<file path="src/rtl/mgmt_tach_pkg.sv">
// Shared types and helpers for the multi-channel fan tachometer bank.
// Optional MGMT_TACH_AVERAGE_EN build uses AVG_DEPTH/AVG_SHIFT for per-channel averaging.
package mgmt_tach_pkg;

  localparam int RPM_WIDTH = 16;
  typedef logic [RPM_WIDTH-1:0] rpm_t;
  localparam rpm_t RPM_MAX = '1;

  localparam int AVG_DEPTH = 4;
  localparam int AVG_SHIFT = $clog2(AVG_DEPTH);

  // Edge count times RPM scale, clamped to the 16-bit RPM range.
  function automatic rpm_t sat_mul_rpm(input logic [15:0] edges, input logic [31:0] scale);
    logic [31:0] prod;
    prod = {16'd0, edges} * scale;
    return (prod > 32'h0000_FFFF) ? RPM_MAX : prod[RPM_WIDTH-1:0];
  endfunction

endpackage

</file>
<file path="src/rtl/mgmt_tach_channel.sv">
// One tach channel: synchroniser, debounce, gated edge counter, RPM conversion,
// optional 4-deep averaging (MGMT_TACH_AVERAGE_EN) and sticky stall detection.
module mgmt_tach_channel
  import mgmt_tach_pkg::*;
#(
  parameter int DEBOUNCE_CYCLES = 16,
  parameter int STALL_WINDOWS   = 4,
  parameter int RPM_SCALE       = 120
) (
  input  logic clk,
  input  logic rst_n,
  input  logic tach,
  input  logic window_end,
  input  rpm_t min_rpm,
  input  logic stall_clear,
  output rpm_t rpm,
  output logic stall
);

  localparam int DEB_W   = (DEBOUNCE_CYCLES > 1) ? $clog2(DEBOUNCE_CYCLES) : 1;
  localparam int STALL_W = $clog2(STALL_WINDOWS + 1);
  localparam logic [DEB_W-1:0]   DEB_LAST  = DEB_W'(DEBOUNCE_CYCLES - 1);
  localparam logic [STALL_W-1:0] STALL_MAX = STALL_W'(STALL_WINDOWS);

  logic [1:0]         sync_reg;
  logic               level_reg, level_next;
  logic [DEB_W-1:0]   deb_cnt_reg, deb_cnt_next;
  logic               rise;
  logic [15:0]        edge_cnt_reg, edge_cnt_next;
  rpm_t               win_rpm, rpm_new, rpm_reg;
  logic [STALL_W-1:0] stall_cnt_reg, stall_cnt_next;
  logic               stall_reg, stall_next;

  // Level flips only after DEBOUNCE_CYCLES consecutive mismatching samples.
  always_comb begin
    level_next   = level_reg;
    deb_cnt_next = '0;
    rise         = 1'b0;
    if (sync_reg[1] != level_reg) begin
      if (deb_cnt_reg == DEB_LAST) begin
        level_next = sync_reg[1];
        rise       = sync_reg[1];
      end else begin
        deb_cnt_next = deb_cnt_reg + 1'b1;
      end
    end
  end

  // An edge on the terminal cycle seeds the next window rather than being lost.
  always_comb begin
    edge_cnt_next = edge_cnt_reg;
    if (window_end) begin
      edge_cnt_next = {15'd0, rise};
    end else if (rise && (edge_cnt_reg != 16'hFFFF)) begin
      edge_cnt_next = edge_cnt_reg + 16'd1;
    end
  end

  assign win_rpm = sat_mul_rpm(edge_cnt_reg, 32'(RPM_SCALE));

`ifdef MGMT_TACH_AVERAGE_EN
  rpm_t                 hist_reg [AVG_DEPTH-1];
  logic [RPM_WIDTH+1:0] avg_sum;

  always_comb begin
    avg_sum = {2'b00, win_rpm};
    for (int k = 0; k < AVG_DEPTH - 1; k++) begin
      avg_sum = avg_sum + {2'b00, hist_reg[k]};
    end
  end

  assign rpm_new = rpm_t'(avg_sum >> AVG_SHIFT);

  always_ff @(posedge clk) begin
    if (!rst_n) begin
      for (int k = 0; k < AVG_DEPTH - 1; k++) hist_reg[k] <= '0;
    end else if (window_end) begin
      hist_reg[0] <= win_rpm;
      for (int k = 1; k < AVG_DEPTH - 1; k++) hist_reg[k] <= hist_reg[k-1];
    end
  end
`else
  assign rpm_new = win_rpm;
`endif

  // Set beats clear; the counter survives a clear so a dead fan re-flags next window.
  always_comb begin
    stall_cnt_next = stall_cnt_reg;
    if (window_end) begin
      if (rpm_new < min_rpm) begin
        if (stall_cnt_reg != STALL_MAX) stall_cnt_next = stall_cnt_reg + 1'b1;
      end else begin
        stall_cnt_next = '0;
      end
    end
    stall_next = stall_reg;
    if (stall_clear) stall_next = 1'b0;
    if (window_end && (stall_cnt_next == STALL_MAX)) stall_next = 1'b1;
  end

  always_ff @(posedge clk) begin
    if (!rst_n) begin
      sync_reg      <= '0;
      level_reg     <= 1'b0;
      deb_cnt_reg   <= '0;
      edge_cnt_reg  <= '0;
      rpm_reg       <= '0;
      stall_cnt_reg <= '0;
      stall_reg     <= 1'b0;
    end else begin
      sync_reg      <= {sync_reg[0], tach};
      level_reg     <= level_next;
      deb_cnt_reg   <= deb_cnt_next;
      edge_cnt_reg  <= edge_cnt_next;
      stall_cnt_reg <= stall_cnt_next;
      stall_reg     <= stall_next;
      if (window_end) rpm_reg <= rpm_new;
    end
  end

  assign rpm   = rpm_reg;
  assign stall = stall_reg;

endmodule

</file>
<file path="src/rtl/mgmt_tach_bank.sv">
// Multi-channel fan tachometer bank: shared gate window, per-channel RPM and stall,
// maskable irq. Define MGMT_TACH_AVERAGE_EN to report a 4-window running average.
module mgmt_tach_bank
  import mgmt_tach_pkg::*;
#(
  parameter int NUM_FANS        = 2,
  parameter int REFCLK_HZ       = 187500000,
  parameter int WINDOW_CYCLES   = 46875000,
  parameter int PULSES_PER_REV  = 2,
  parameter int DEBOUNCE_CYCLES = 16,
  parameter int STALL_WINDOWS   = 4
) (
  input  logic                          clk,
  input  logic                          rst_n,
  input  logic [NUM_FANS-1:0]           tach,
  input  logic [RPM_WIDTH-1:0]          min_rpm,
  input  logic [NUM_FANS-1:0]           stall_mask,
  input  logic [NUM_FANS-1:0]           stall_clear,
  output logic [RPM_WIDTH*NUM_FANS-1:0] rpm,
  output logic                          rpm_valid,
  output logic [NUM_FANS-1:0]           stall,
  output logic                          irq
);

  // 64-bit arithmetic: 60*REFCLK_HZ overflows 32 bits at the default clock.
  localparam longint unsigned RPM_NUM   = 64'd60 * 64'(REFCLK_HZ);
  localparam longint unsigned RPM_DEN   = 64'(WINDOW_CYCLES) * 64'(PULSES_PER_REV);
  localparam int              RPM_SCALE = int'(RPM_NUM / RPM_DEN);
  localparam int              WIN_W     = (WINDOW_CYCLES > 1) ? $clog2(WINDOW_CYCLES) : 1;
  localparam logic [WIN_W-1:0] WIN_LAST = WIN_W'(WINDOW_CYCLES - 1);

  generate
    if (((RPM_NUM % RPM_DEN) != 0) || (RPM_SCALE == 0)) begin : g_bad_scale
      $error("mgmt_tach_bank: 60*REFCLK_HZ must divide exactly by WINDOW_CYCLES*PULSES_PER_REV to a nonzero scale");
    end
    if ((NUM_FANS < 1) || (NUM_FANS > 16)) begin : g_bad_fans
      $error("mgmt_tach_bank: NUM_FANS must be 1..16");
    end
  endgenerate

  logic [WIN_W-1:0] win_cnt_reg, win_cnt_next;
  logic             window_end;
  logic             rpm_valid_reg;
  logic             irq_reg;

  assign window_end   = (win_cnt_reg == WIN_LAST);
  assign win_cnt_next = window_end ? '0 : win_cnt_reg + 1'b1;

  always_ff @(posedge clk) begin
    if (!rst_n) begin
      win_cnt_reg   <= '0;
      rpm_valid_reg <= 1'b0;
      irq_reg       <= 1'b0;
    end else begin
      win_cnt_reg   <= win_cnt_next;
      rpm_valid_reg <= window_end;
      irq_reg       <= |(stall & stall_mask);
    end
  end

  genvar gi;
  generate
    for (gi = 0; gi < NUM_FANS; gi++) begin : g_chan
      mgmt_tach_channel #(
        .DEBOUNCE_CYCLES (DEBOUNCE_CYCLES),
        .STALL_WINDOWS   (STALL_WINDOWS),
        .RPM_SCALE       (RPM_SCALE)
      ) u_chan (
        .clk         (clk),
        .rst_n       (rst_n),
        .tach        (tach[gi]),
        .window_end  (window_end),
        .min_rpm     (min_rpm),
        .stall_clear (stall_clear[gi]),
        .rpm         (rpm[RPM_WIDTH*gi +: RPM_WIDTH]),
        .stall       (stall[gi])
      );
    end
  endgenerate

  assign rpm_valid = rpm_valid_reg;
  assign irq       = irq_reg;

endmodule

</file>
<file path="config.mk">
export PLATFORM = sky130hd
export DESIGN_NAME = mgmt_tach_bank
export DESIGN_NICKNAME = d
export VERILOG_FILES = /design/src/rtl/mgmt_tach_pkg.sv /design/src/rtl/mgmt_tach_channel.sv /design/src/rtl/mgmt_tach_bank.sv
export SDC_FILE = /design/constraint.sdc
export NUM_CORES = 1
export LEC_CHECK = 0
export ABC_AREA = 0
export ABC_CLOCK_PERIOD_IN_PS = 8600
export BUFFER_PORTS_ARGS = -buffer_cell sky130_fd_sc_hd__buf_4
export CAP_MARGIN = 20
export CORE_UTILIZATION = 30
export CTS_CLUSTER_DIAMETER = 200
export DETAILED_ROUTE_END_ITERATION = 10
export GPL_ROUTABILITY_DRIVEN = 0
export HOLD_SLACK_MARGIN = 0.02
export PLACE_DENSITY = 0.48
export SLEW_MARGIN = 20
export SYNTH_ARGS = -nofsm -noshare
export SYNTH_HDL_FRONTEND = slang
export SYNTH_SLANG_ARGS = --single-unit
</file>
<file path="constraint.sdc">
create_clock -name clk -period 8.6 [get_ports clk]
set_clock_uncertainty 0.2 [all_clocks]
set_input_delay 1.29 -clock clk [delete_from_list [all_inputs] [get_ports clk]]
set_output_delay 1.29 -clock clk [all_outputs]
set_load 0.01 [all_outputs]
</file>
# Yosys cells after proc, flatten, opt, wreduce, memory -nomap -nowiden
# Index checks and enable logic that the tools add are counted.
[word_totals]
elab_cells = 81
out_inout_bits = 36
regBits = 114
[op_classes]
magnitude_cmp = 4
n_addsub = 7
multipliers = 2
muxes = 20
eq_ne = 11
bitwise = 4
reduce_logical = 14
[ops]
columns = ["operator", "n"]
rows = [
  ["23-bit by 16-bit > comparator with 1-bit output (second input constant)", 2],
  ["16-bit by 4-bit multiplier with 20-bit output (second input constant)", 2],
  ["16-bit by 1-bit adder with 16-bit output (second input constant)", 2],
  ["16-bit < comparator", 2],
  ["16-bit two-way mux", 2],
  ["16-bit != test (second input constant)", 2],
  ["26-bit by 1-bit adder with 26-bit output (second input constant)", 1],
  ["26-bit equality test (second input constant)", 1],
  ["3-bit two-way mux", 6],
  ["1-bit two-way mux", 12],
  ["4-bit by 1-bit adder with 4-bit output (second input constant)", 2],
  ["4-bit equality test (second input constant)", 2],
  ["2-bit nonzero test", 4],
  ["3-bit by 1-bit adder with 3-bit output (second input constant)", 2],
  ["3-bit equality test (second input constant)", 2],
  ["3-bit != test (second input constant)", 2],
  ["3-bit OR reduction", 2],
  ["1-bit logical AND", 4],
  ["2-bit AND reduction", 2],
  ["2-bit OR reduction", 2],
  ["1-bit inverter", 3],
  ["2-bit bitwise AND", 1],
  ["1-bit != test", 2],
]

# Longest topological paths before layout
# Gate-level depths: netlist of run 1.
[depth]
word_depth = 9
mapped_depth = 26
ltp_nobuf = 24

# Cells and area by module
# From an unflattened synthesis of run 1, not the netlist that was laid out.
[hier_totals]
cells_unflattened = 1092
area_unflattened_um2 = 9342.7
[modules_own_cells]
columns = ["mod", "area_each_um2", "cells_each", "instances", "seq_area_each_um2"]
rows = [
  ["mgmt_tach_channel at g_chan[1].u_chan", 4041.4, 475, 1, 820.8],
  ["mgmt_tach_channel at g_chan[0].u_chan", 3986.3, 469, 1, 820.8],
  ["mgmt_tach_bank", 1315.0, 148, 1, 560.5],
]

# Worst setup path after synthesis of run 1
# Ideal clock, no wire load.
[synth_timing]
path_type = "reg-to-reg"
startpoint = "reg g_chan[1].u_chan.edge_cnt_reg[7]"
endpoint = "reg g_chan[1].u_chan.stall_reg"
path_slack_ps = 2560
path_stages_with_launch = 27
t_required_ps = 8329
path_buffers = 2
arrival_ps = 5770
path_cell_list = "dfxtp_1 -> inv_1 -> fa_1 -> fa_1 -> inv_1 -> ha_1 -> buf_6 -> and3_1 -> a211o_1 -> o22a_1 -> a221o_1 -> o211a_1 -> nor4_2 -> nand2_1 -> clkbuf_1 -> nor2_1 -> inv_1 -> ha_1 -> a211oi_1 -> o21ai_0 -> o211ai_1 -> a21oi_1 -> nor3_1 -> and3_1 -> a31oi_1 -> or4b_1 -> a21oi_1"
[synth_via]
elab_chain_len = 9
elab_cells_between_ends = 10
classes_between = "mul (1); order compare (2); eq/ne (1); mux (4); reduce/logical (2)"
[synth_rtl]
columns = ["element", "line", "text"]
rows = [
  ["from (decl)", "mgmt_tach_channel.sv:29", "logic [15:0] edge_cnt_reg, edge_cnt_next;"],
  ["from (signal assigned)", "mgmt_tach_channel.sv:114", "edge_cnt_reg <= edge_cnt_next;"],
  ["16-bit by 4-bit multiplier with 20-bit output (*)", "mgmt_tach_pkg.sv:15", "prod = {16'd0, edges} * scale;"],
  ["23-bit by 16-bit > comparator with 1-bit output (*)", "mgmt_tach_pkg.sv:16", "return (prod > 32'h0000_FFFF) ? RPM_MAX : prod[RPM_WIDTH-1:0];"],
  ["16-bit two-way mux (*)", "mgmt_tach_pkg.sv:16", ""],
  ["via g_chan[1].u_chan.rpm_new[0]", "mgmt_tach_channel.sv:30", "rpm_t win_rpm, rpm_new, rpm_reg;"],
  ["16-bit < comparator (*)", "mgmt_tach_channel.sv:90", "if (rpm_new < min_rpm) begin"],
  ["3-bit two-way mux (*)", "mgmt_tach_channel.sv:90", ""],
  ["3-bit two-way mux (*)", "mgmt_tach_channel.sv:89", "if (window_end) begin"],
  ["3-bit equality test (*)", "mgmt_tach_channel.sv:98", "if (window_end && (stall_cnt_next == STALL_MAX)) stall_next = 1'b1;"],
  ["1-bit logical AND (*)", "mgmt_tach_channel.sv:98", ""],
  ["1-bit two-way mux or 2-bit nonzero test (tied branches)", "--", ""],
  ["to (signal assigned)", "mgmt_tach_channel.sv:116", "stall_reg <= stall_next;"],
  ["to (decl)", "mgmt_tach_channel.sv:32", "logic stall_reg, stall_next;"],
]
# The timed path passes the listed nets; every way through them passes the cells marked *.
# A chain may end at the register's enable or synchronous reset.

# Worst setup path after layout of run 1
# Same ends and word-level chain as after synthesis.

==> results of run 1 <==
==> worst max-delay path, stage by stage (launching register included) <==
cell and delay [ns]:
dfxtp_1 0.34, inv_1 0.24, fa_1 0.49, fa_1 0.52
inv_1 0.05, ha_1 0.37, a21o_1 0.23, a211o_1 0.29
o22a_1 0.19, a221o_1 0.40, o211a_1 0.25, nor4_2 0.53
nand2_1 0.46, nor2_1 0.30, inv_1 0.08, ha_1 0.29
a211oi_1 0.21, o21ai_0 0.13, o211ai_1 0.11, a21oi_1 0.09
nor3_1 0.20, and3_1 0.20, a31oi_1 0.17, or4b_1 0.62
a21oi_1 0.17
==> placed cells by master (no fill, tap or decap), types with 8 or more instances in the layout <==
cell       count
xnor2_1       46
a211oi_1      21
inv_1        141
clkbuf_16      9
nor3_1         9
dfxtp_1      110
fa_1          58
a21oi_1       68
and3_1        14
nand4_1       16
a21o_1        17
o211ai_1       8
o21ai_0       38
buf_4         64
nor2_1       141
and2_1         9
nand3_1       40
mux2i_1        9
nand2_1       44
xor2_1        31
ha_1         111
==> power by group through the flow <==
stage / combinational [mW] / clock [mW] / sequential [mW]
6_report: 0.0337 / 0.441 / 0.513
5_1_grt: 0.0381 / 0.479 / 0.514
2_1_floorplan: 0.0180 / 0 / 0.525
3_3_place_gp: 0.0344 / 0 / 0.525
3_5_place_dp: 0.0347 / 0 / 0.525
4_1_cts: 0.0348 / 0.460 / 0.513
==> cell type report <==
type	instances	area, um^2	area share (%)
clock buffer	9	225	2.22
sequential	110	2200	21.7
multi-input combinational	778	6150	60.5
inverter	143	537	5.28
timing repair buffer	64	480	4.73
clock inverter	7	78.8	0.776
tap	390	488	4.80
==> metrics by stage <==
stage          hold slack (ns)  worst slack [ns]  cell area, um^2
2_1_floorplan            0.212              2.56             9020
3_3_place_gp             0.216              1.47             9860
3_5_place_dp             0.221              1.39             9860
4_1_cts                  0.244              1.37            10200
5_1_grt                  0.254              1.01            10200
6_report                 0.237              1.41            10200
==> per-layer routing <==
metal | track usage (%) | vias to the layer above | part of all wire (%)
li1 | - | 3635 | -
met1 | 20.1 | 3285 | 53
met2 | 21.7 | 72 | 44
met3 | 1.58 | 11 | 2.1
met4 | 3.37 | 0 | 0.98
met5 | 0 | - | 0
==> cells in the mapped netlist, types with 4 or more instances <==
cell	instances
a211oi_1	21
a21o_1	17
a21oi_1	68
a31oi_1	5
and2_1	9
and3_1	14
and4_1	5
buf_4	6
clkbuf_1	20
dfxtp_1	110
fa_1	58
ha_1	111
inv_1	141
mux2i_1	9
nand2_1	44
nand2b_1	7
nand3_1	40
nand4_1	16
nor2_1	141
nor2b_1	5
nor3_1	10
nor3b_1	4
nor4bb_1	4
o211ai_1	8
o21a_1	5
o21ai_0	38
o21ai_1	5
o21bai_1	4
or2_2	4
or3_1	4
xnor2_1	46
xor2_1	31
==> final timing paths <==
path                                                  from                                       to  cells past startpoint
min                g_chan[1].u_chan.sync_reg[0]$_SDFF_PN0_  g_chan[1].u_chan.sync_reg[1]$_SDFF_PN0_                      1
max reg2reg  g_chan[1].u_chan.edge_cnt_reg[7]$_SDFFE_PP0P_      g_chan[1].u_chan.stall$_SDFFE_PN0P_                     24
min reg2reg        g_chan[1].u_chan.sync_reg[0]$_SDFF_PN0_  g_chan[1].u_chan.sync_reg[1]$_SDFF_PN0_                      1
max          g_chan[1].u_chan.edge_cnt_reg[7]$_SDFFE_PP0P_      g_chan[1].u_chan.stall$_SDFFE_PN0P_                     24
==> cell families after synthesis <==
logic type | after synthesis | synth area share [%]
and+or+nand+nor | 322 | 17.2
AOI/OAI and AO/OA | 199 | 13.8
buffers and inverters | 173 | 7.54
adders and majority gates | 169 | 28.3
DFF | 110 | 24.4
xor gates and xnor gates | 78 | 7.66
muxes | 10 | 1.12
==> impl_metrics.json, run 1 <==
{
  "cp.required_ns": 8.69,
  "sequential_share_of_the_synthesized_area_pct": 24.4,
  "largest_register_ff_count": 32,
  "core.rowCount": 63,
  "power_mw": 0.988,
  "final_hold_viol_count": 0,
  "cts.reportedPaths.clkPinSlew_ns": 0.09,
  "share_of_power_burned_in_registers_pct": 51.9,
  "post_synth.cell_area_avg_um2": 8.50,
  "timing_worst_slew_pin_value_ns": 0.632,
  "post_synth_inst_count": 1061,
  "area.growth.synth_to_final_pct": 12.7,
  "fraction_of_synthesis_flops_using_an_asynchronous_set_or_reset_pin_pct": 0,
  "synth-seq-cells": 110,
  "netSwitchingFraction_pct": 25.6,
  "grt_pass1_wl_um": 34700,
  "p_sw_mw": 0.252,
  "dieHeight_um": 175,
  "avgRoutedWirePerCell_um": 13.8,
  "achievable-frequency_ghz": 0.139,
  "cts_inserted_buffers": 9,
  "routed_via_density": 4.67,
  "synth.top_cell.area_share_pct": 24.4,
  "rsz0062_at_grt": "no",
  "count_of_instances_resized_after_the_clock_tree_is_built": 0,
  "drt_pass1_iterations": 5,
  "ant_nets": 0,
  "finalWorstPathRequiredPeriod_ns": 7.19,
  "mappedNetlistNets": 1254,
  "final_nets": 1299,
  "result_of_the_run": "complete, no violations",
  "grt_remaining_overflow": 0,
  "pwr_cell_area_mw_per_mm2": 97.2,
  "arrival_ns": 7.27,
  "maxCapViolations": 0,
  "synthDistinctLibCells": 67,
  "pins_over_slew_limit": 0,
  "design.portCount": 60,
  "p_comb_share_pct": 3.4,
  "clock_tree_from_tritoncts": "yes",
  "grt_start_max_net_pins": 58,
  "insertedDiodeCount": 0,
  "critical_path_launch_point_type": "flip-flop",
  "number_of_setup_violations_in_the_final_report": 0,
  "layout-drive-gt1-share_pct": 8.55,
  "setup_tns_ns": 0,
  "worst-setup-path-type": "flip-flop to flip-flop",
  "slew-limit-headroom_pct": 57.5,
  "overall_die_area_mm2": 0.0308,
  "port_buffers": 59,
  "drc": 0,
  "peakVddDrop_mv": 0.0816,
  "crit_fanout": 14,
  "floorplan.core_area_mm2": 0.0296,
  "initial_core_util_pct": 30.4,
  "yosysWarnings": 0,
  "layout_worst_path_cycle_share_pct": 83.6,
  "dieWidth_um": 175,
  "drt_wl_total_um": 20700,
  "cts_buffer_depth": 2,
  "final_cells": 1501,
  "p_clk_share_pct": 44.7,
  "top_cells_by_area_in_the_synthesized_netlist": "dfxtp_1 24%, ha_1 15%, fa_1 13%",
  "synth-main-ff-cell": "dfxtp_1",
  "cts-htree-levels": 3,
  "cts-hold-fix-buffers": 0,
  "synth_area_leader": "dfxtp_1",
  "grt_pass1_vias": 6897,
  "clock-sinks": 110,
  "synth_enable_flop_cells": 0,
  "grt_antenna_before_repair": 0,
  "dr_total_vias": 7003,
  "drt_iter0_drc": 339,
  "count_of_fill_cells_added_during_filler_insertion": 3177,
  "postCtsSetupBuffers": 0,
  "hold_path_class": "flip-flop to flip-flop",
  "post-place-cells": 1485,
  "r2r_slack_ns": 1.41,
  "leakage_nw": 4.89,
  "fin_util_pct": 34.3,
  "clk-insertion-delay-late_ns": 0.36,
  "cell_internal_power_dissipation_mw": 0.735,
  "gr-usage-all-layers_pct": 13.8,
  "synth_area_mm2": 0.00902,
  "cts_root_buffer": "clkbuf_16",
  "critical_path.endpoint_type": "flip-flop",
  "place_hpwl_um": 16600
}
No activity file was read; power rests on OpenSTA's default activity.
==> run 2: changes to the inputs <==
--- a/config.mk
+++ b/config.mk
@@ -6,7 +6,7 @@
 export NUM_CORES = 1
 export LEC_CHECK = 0
 export ABC_AREA = 0
-export ABC_CLOCK_PERIOD_IN_PS = 8600
+export ABC_CLOCK_PERIOD_IN_PS = 7200
 export BUFFER_PORTS_ARGS = -buffer_cell sky130_fd_sc_hd__buf_4
 export CAP_MARGIN = 20
 export CORE_UTILIZATION = 30
==> constraint.sdc (replaced) <==
create_clock -name clk -period 7.2 [get_ports clk]
set_clock_uncertainty 0.2 [all_clocks]
set_input_delay 1.08 -clock clk [delete_from_list [all_inputs] [get_ports clk]]
set_output_delay 1.08 -clock clk [all_outputs]
set_load 0.01 [all_outputs]
==> run 2 against run 1 <==
Effect of this change: routed wire length shrank 0.35%; sequential power grew 19%; flip-flop and latch count is the same; sequential share of layout area is essentially flat; clock-buffer cell count grew 1; design area shrank 0.17%; worst hold slack gained 0.0048 ns; largest power group unchanged; global-route usage is essentially flat; final cell count is the same; maximum frequency grew 9.6%; non-clock buffer count grew 1; clock power grew 10%.
==> impl_metrics.json, run 2 (synthesis gave the netlist of run 1 again) <==
{
  "dieWidth_um": 175,
  "pins_over_slew_limit": 0,
  "pwr_cell_area_mw_per_mm2": 112,
  "preCtsSetupSlack_ns": 0.381,
  "final_hold_viol_count": 0,
  "drt_iter0_drc": 256,
  "largest_register_ff_count": 32,
  "grt_start_max_net_pins": 58,
  "initial_core_util_pct": 30.4,
  "cts.reportedPaths.clkPinSlew_ns": 0.08,
  "final_critical_path_setup_slack_ns": 0.642,
  "clock-sinks": 110,
  "count_of_fill_cells_added_during_filler_insertion": 3161,
  "cp.required_ns": 7.28,
  "critical_path.endpoint_type": "flip-flop",
  "ant_nets": 0,
  "core.rowCount": 63,
  "cts_inserted_buffers": 9,
  "clk-insertion-delay-late_ns": 0.36,
  "dr_total_vias": 7034,
  "dieHeight_um": 175,
  "layout-drive-gt1-share_pct": 8.55,
  "grt_pass1_wl_um": 34500,
  "number_of_setup_violations_in_the_final_report": 0,
  "place_hpwl_um": 16600,
  "arrival_ns": 6.64,
  "crit_fanout": 13,
  "gr-usage-all-layers_pct": 13.8,
  "final_nets": 1300,
  "floorplan.core_area_mm2": 0.0296,
  "drt_wl_total_um": 20600,
  "critical_path_launch_point_type": "flip-flop",
  "finalWorstPathRequiredPeriod_ns": 6.56,
  "design.portCount": 60,
  "cts_buffer_depth": 2,
  "overall_die_area_mm2": 0.0308,
  "hold_path_class": "flip-flop to flip-flop",
  "clock_tree_from_tritoncts": "yes",
  "drc": 0,
  "result_of_the_run": "complete, no violations",
  "worstReg2RegEnd": "g_chan[0].u_chan.stall_cnt_reg[2]$_SDFF_PN0_",
  "layout_worst_path_cycle_share_pct": 91.1,
  "cts-hold-fix-buffers": 0,
  "port_buffers": 59,
  "seqCellArea_mm2": 0.00220,
  "drt_pass1_iterations": 5,
  "routed_via_density": 4.69,
  "hold_path_end": "g_chan[1].u_chan.sync_reg[1]$_SDFF_PN0_",
  "r2r_slack_ns": 0.64,
  "multi_input_comb_area_mm2": 0.00615,
  "achievable-frequency_ghz": 0.152,
  "rsz0062_at_grt": "no",
  "insertedDiodeCount": 0,
  "setup_tns_ns": 0,
  "hold_path.startpoint": "g_chan[1].u_chan.sync_reg[0]$_SDFF_PN0_",
  "peakVddDrop_mv": 0.127,
  "power_mw": 1.14,
  "maxCapViolations": 0,
  "grt_antenna_before_repair": 1,
  "worst_r2r_path_depth": 24,
  "leakage_nw": 4.87,
  "worst-setup-path-type": "flip-flop to flip-flop",
  "slew-limit-headroom_pct": 57.5,
  "r2r_start": "g_chan[0].u_chan.edge_cnt_reg[3]$_SDFFE_PP0P_",
  "cts_root_buffer": "clkbuf_16",
  "holdWs_ns": 0.242,
  "timing_worst_slew_pin_value_ns": 0.629,
  "cts-htree-levels": 3,
  "grt_remaining_overflow": 0,
  "layout_common_cells": "141 x nor2_1, 141 x inv_1, 111 x ha_1",
  "area.growth.synth_to_final_pct": 12.5,
  "number_of_stages_on_the_worst_hold_path": 1,
  "avgRoutedWirePerCell_um": 13.7,
  "grt_pass1_vias": 6865
}
==> run 2: power breakdown <==
part / switching [mW] / internal (mW) / leakage (nW) / total [mW]
clock network: 0.247 / 0.239 / 0.131 / 0.486
registers: 0.00215 / 0.611 / 0.887 / 0.613
logic: 0.0243 / 0.0163 / 3.86 / 0.0406
total: 0.274 / 0.865 / 4.87 / 1.14
==> run 2: worst max path at each step <==
stage                                                              from                                      endpoint  cells after the start
after floorplan           g_chan[1].u_chan.edge_cnt_reg[7]$_SDFFE_PP0P_           g_chan[1].u_chan.stall$_SDFFE_PN0P_                     26
after global placement    g_chan[0].u_chan.edge_cnt_reg[3]$_SDFFE_PP0P_  g_chan[0].u_chan.stall_cnt_reg[2]$_SDFF_PN0_                     24
after detailed placement  g_chan[0].u_chan.edge_cnt_reg[3]$_SDFFE_PP0P_  g_chan[0].u_chan.stall_cnt_reg[2]$_SDFF_PN0_                     24
after CTS                 g_chan[0].u_chan.edge_cnt_reg[3]$_SDFFE_PP0P_  g_chan[0].u_chan.stall_cnt_reg[0]$_SDFF_PN0_                     24
after global routing      g_chan[0].u_chan.edge_cnt_reg[3]$_SDFFE_PP0P_  g_chan[0].u_chan.stall_cnt_reg[2]$_SDFF_PN0_                     24
final                     g_chan[0].u_chan.edge_cnt_reg[3]$_SDFFE_PP0P_  g_chan[0].u_chan.stall_cnt_reg[2]$_SDFF_PN0_                     24
==> run 2: area by class of cell <==
class | instances | share of cell area, %
Tap cell | 390 | 4.81
Clock inverter | 5 | 0.444
Clock buffer | 10 | 2.26
Multi-Input combinational cell | 778 | 60.7
Inverter | 143 | 5.29
Sequential cell | 110 | 21.7
Timing Repair Buffer | 65 | 4.81
==> run 2: per-layer routing <==
| layer | global-route usage (%) | part of all wire, % | vias up |
|---|---|---|---|
| met5 | 0 | 0 | - |
| met4 | 4.31 | 1.4 | 0 |
| met3 | 1.75 | 2.8 | 18 |
| met2 | 21.5 | 43 | 105 |
| met1 | 19.9 | 52 | 3272 |
| li1 | - | - | 3639 |
==> run 2: per-stage QoR <==
step / utilization [%] / area [um^2] / cells
detailed placement: 33.3 / 9860 / 1486
floorplan: - / 9020 / 1061
global placement: 33.3 / 9860 / 1486
CTS: 34.2 / 10100 / 1501
finish: 34.2 / 10100 / 1501
global route: 34.2 / 10100 / 1501
==> run 2: worst max-delay path, cell delays in order, from the launching register on <==
cell and delay, ns:
dfxtp_1 0.44, inv_1 0.18, fa_1 0.51, fa_1 0.52, inv_1 0.05, ha_1 0.35, a21o_1 0.18, a21oi_1 0.24
a21oi_1 0.13, o41ai_1 0.61, xnor2_1 0.19, o2111ai_1 0.21, nor2_1 0.38, inv_2 0.20, nor2_1 0.18, inv_1 0.07
ha_1 0.29, a21o_1 0.16, a21o_1 0.17, a21oi_1 0.18, and2_1 0.17, nand2_1 0.09, o31ai_2 0.42, nand3_1 0.12
a211oi_1 0.23
==> run 2: what timing repair did <==
action,CTS,global route
gates resized for setup,0,1
buffers inserted,0,0
endpoints found under the hold margin,0,0
setup endpoints to repair,0,4
==> run 3: changes to the inputs <==
--- a/config.mk
+++ b/config.mk
@@ -14,7 +14,8 @@
 export DETAILED_ROUTE_END_ITERATION = 10
 export GPL_ROUTABILITY_DRIVEN = 0
 export HOLD_SLACK_MARGIN = 0.02
-export PLACE_DENSITY = 0.48
+export MAX_ROUTING_LAYER = met4
+export PLACE_DENSITY = 0.55
 export SLEW_MARGIN = 20
 export SYNTH_ARGS = -nofsm -noshare
 export SYNTH_HDL_FRONTEND = slang
==> run 3 against run 2 <==
Effect of this change: highest routed layer unchanged; largest power group unchanged; non-clock buffer count grew 2; worst hold slack gained 0.010 ns; flip-flop and latch count is the same; global-route usage grew 0.28 points; critical path depth is the same.
==> impl_metrics.json, run 3 (synthesis gave the netlist of run 1 again) <==
{
  "grt_remaining_overflow": 0,
  "dieHeight_um": 175,
  "finalWorstPathRequiredPeriod_ns": 6.58,
  "critical_path.endpoint_type": "flip-flop",
  "design.portCount": 60,
  "critPathCapture": "g_chan[1].u_chan.stall$_SDFFE_PN0P_",
  "ant_nets": 0,
  "final_critical_path_setup_slack_ns": 0.618,
  "cts.reportedPaths.clkPinSlew_ns": 0.08,
  "timing_worst_slew_pin_value_ns": 0.635,
  "drc": 0,
  "holdWs_ns": 0.252,
  "cts_root_buffer": "clkbuf_16",
  "dr_total_vias": 7131,
  "critical_path_launch_point_type": "flip-flop",
  "largest_register_ff_count": 32,
  "setup_tns_ns": 0,
  "clk-insertion-delay-late_ns": 0.36,
  "drt_pass1_iterations": 5,
  "place_hpwl_um": 16500,
  "leakage_nw": 4.91,
  "layout_worst_path_cycle_share_pct": 91.4,
  "arrival_ns": 6.66,
  "maxCapViolations": 0,
  "multi_input_comb_area_mm2": 0.00615,
  "count_of_instances_resized_after_the_clock_tree_is_built": 0,
  "final_hold_viol_count": 0,
  "clock_tree_from_tritoncts": "yes",
  "grt_pass1_wl_um": 34000,
  "hold_path_class": "flip-flop to flip-flop",
  "cts-htree-levels": 3,
  "grt_pass1_vias": 6786,
  "achievable-frequency_ghz": 0.152,
  "area.growth.synth_to_final_pct": 13.1,
  "crit_fanout": 14,
  "slew-limit-headroom_pct": 57.1,
  "postCtsSetupBuffers": 0,
  "number_of_setup_violations_in_the_final_report": 0,
  "clock-sinks": 110,
  "rsz0062_at_grt": "no",
  "routed_via_density": 4.74,
  "gr-usage-all-layers_pct": 14.1,
  "dieWidth_um": 175,
  "grt_start_max_net_pins": 58,
  "preCtsSetupSlack_ns": 0.699,
  "layout-drive-gt1-share_pct": 8.72,
  "initial_core_util_pct": 30.4,
  "peakVddDrop_mv": 0.104,
  "result_of_the_run": "complete, no violations",
  "r2r_start": "g_chan[1].u_chan.edge_cnt_reg[7]$_SDFFE_PP0P_",
  "pwr_cell_area_mw_per_mm2": 118,
  "avgRoutedWirePerCell_um": 13.8,
  "grt_antenna_before_repair": 0,
  "seqCellArea_mm2": 0.00220,
  "crit_path_start": "g_chan[1].u_chan.edge_cnt_reg[7]$_SDFFE_PP0P_",
  "cp.required_ns": 7.27,
  "core.rowCount": 63,
  "power_mw": 1.20,
  "count_of_fill_cells_added_during_filler_insertion": 3139,
  "floorplan.core_area_mm2": 0.0296,
  "worst_r2r_path_depth": 24,
  "layout_common_cells": "141 x nor2_1, 141 x inv_1, 111 x ha_1",
  "insertedDiodeCount": 0,
  "overall_die_area_mm2": 0.0308,
  "cts_inserted_buffers": 9,
  "cts_buffer_depth": 2,
  "final_cells": 1503,
  "post-place-cells": 1488,
  "worstReg2RegEnd": "g_chan[1].u_chan.stall$_SDFFE_PN0P_",
  "worst-setup-path-type": "flip-flop to flip-flop",
  "r2r_slack_ns": 0.62,
  "port_buffers": 59,
  "drt_iter0_drc": 355,
  "final_nets": 1302,
  "cts-hold-fix-buffers": 0,
  "drt_wl_total_um": 20700,
  "pins_over_slew_limit": 0
}
run 3: power breakdown:
part	internal (mW)	leakage, nW	switching, mW
registers	0.611	0.887	0.00208
logic	0.0161	3.87	0.0243
clock network	0.304	0.152	0.243
run 3: worst min-delay path by stage:
stage,from,cells after the start,endpoint,slack (ns)
floorplan,g_chan[0].u_chan.sync_reg[0]$_SDFF_PN0_,1,g_chan[0].u_chan.sync_reg[1]$_SDFF_PN0_,0.21
global route,g_chan[1].u_chan.sync_reg[0]$_SDFF_PN0_,1,g_chan[1].u_chan.sync_reg[1]$_SDFF_PN0_,0.27
finish,g_chan[1].u_chan.deb_cnt_reg[0]$_SDFF_PP0_,1,g_chan[1].u_chan.deb_cnt_reg[0]$_SDFF_PP0_,0.25
CTS,g_chan[1].u_chan.deb_cnt_reg[0]$_SDFF_PP0_,1,g_chan[1].u_chan.deb_cnt_reg[0]$_SDFF_PP0_,0.25
detailed placement,g_chan[1].u_chan.sync_reg[0]$_SDFF_PN0_,1,g_chan[1].u_chan.sync_reg[1]$_SDFF_PN0_,0.22
global placement,g_chan[0].u_chan.sync_reg[0]$_SDFF_PN0_,1,g_chan[0].u_chan.sync_reg[1]$_SDFF_PN0_,0.23
run 3: layout make-up:
type	count	area share, %
Sequential cell	110	21.6
Timing Repair Buffer	67	4.93
Multi-Input combinational cell	778	60.4
Inverter	143	5.27
Clock buffer	9	2.21
Tap cell	390	4.79
Clock inverter	6	0.847
run 3: metrics by stage:
| step | utilization, % | cell area (um^2) |
|---|---|---|
| 3_5_place_dp | 33.3 | 9880 |
| 4_1_cts | 34.4 | 10200 |
| 6_report | 34.4 | 10200 |
| 3_3_place_gp | 33.3 | 9880 |
| 5_1_grt | 34.4 | 10200 |
| 2_1_floorplan | - | 9020 |
run 3: per-layer routing:
metal	vias to the layer above	global-route usage, %	wire length [um]
li1	3630	-	-
met1	3354	19.6	10500
met2	125	21.0	8970
met3	22	2.29	825
met4	0	4.17	386
met5	-	-	0
run 3: worst max-delay path: stages (launching register included):
cell,delay [ns]
dfxtp_1,0.33
inv_1,0.24
fa_1,0.49
fa_1,0.51
inv_1,0.04
ha_1,0.36
a21o_1,0.22
a211o_1,0.29
o22a_1,0.18
a221o_1,0.39
a221oi_2,0.34
xor2_2,0.28
nand2_1,0.33
nor2_1,0.25
inv_1,0.06
ha_1,0.29
a211oi_1,0.21
o21ai_0,0.12
o211ai_1,0.10
a21oi_1,0.09
nor3_1,0.18
and3_1,0.19
a31oi_1,0.16
or4b_1,0.50
a21oi_1,0.15
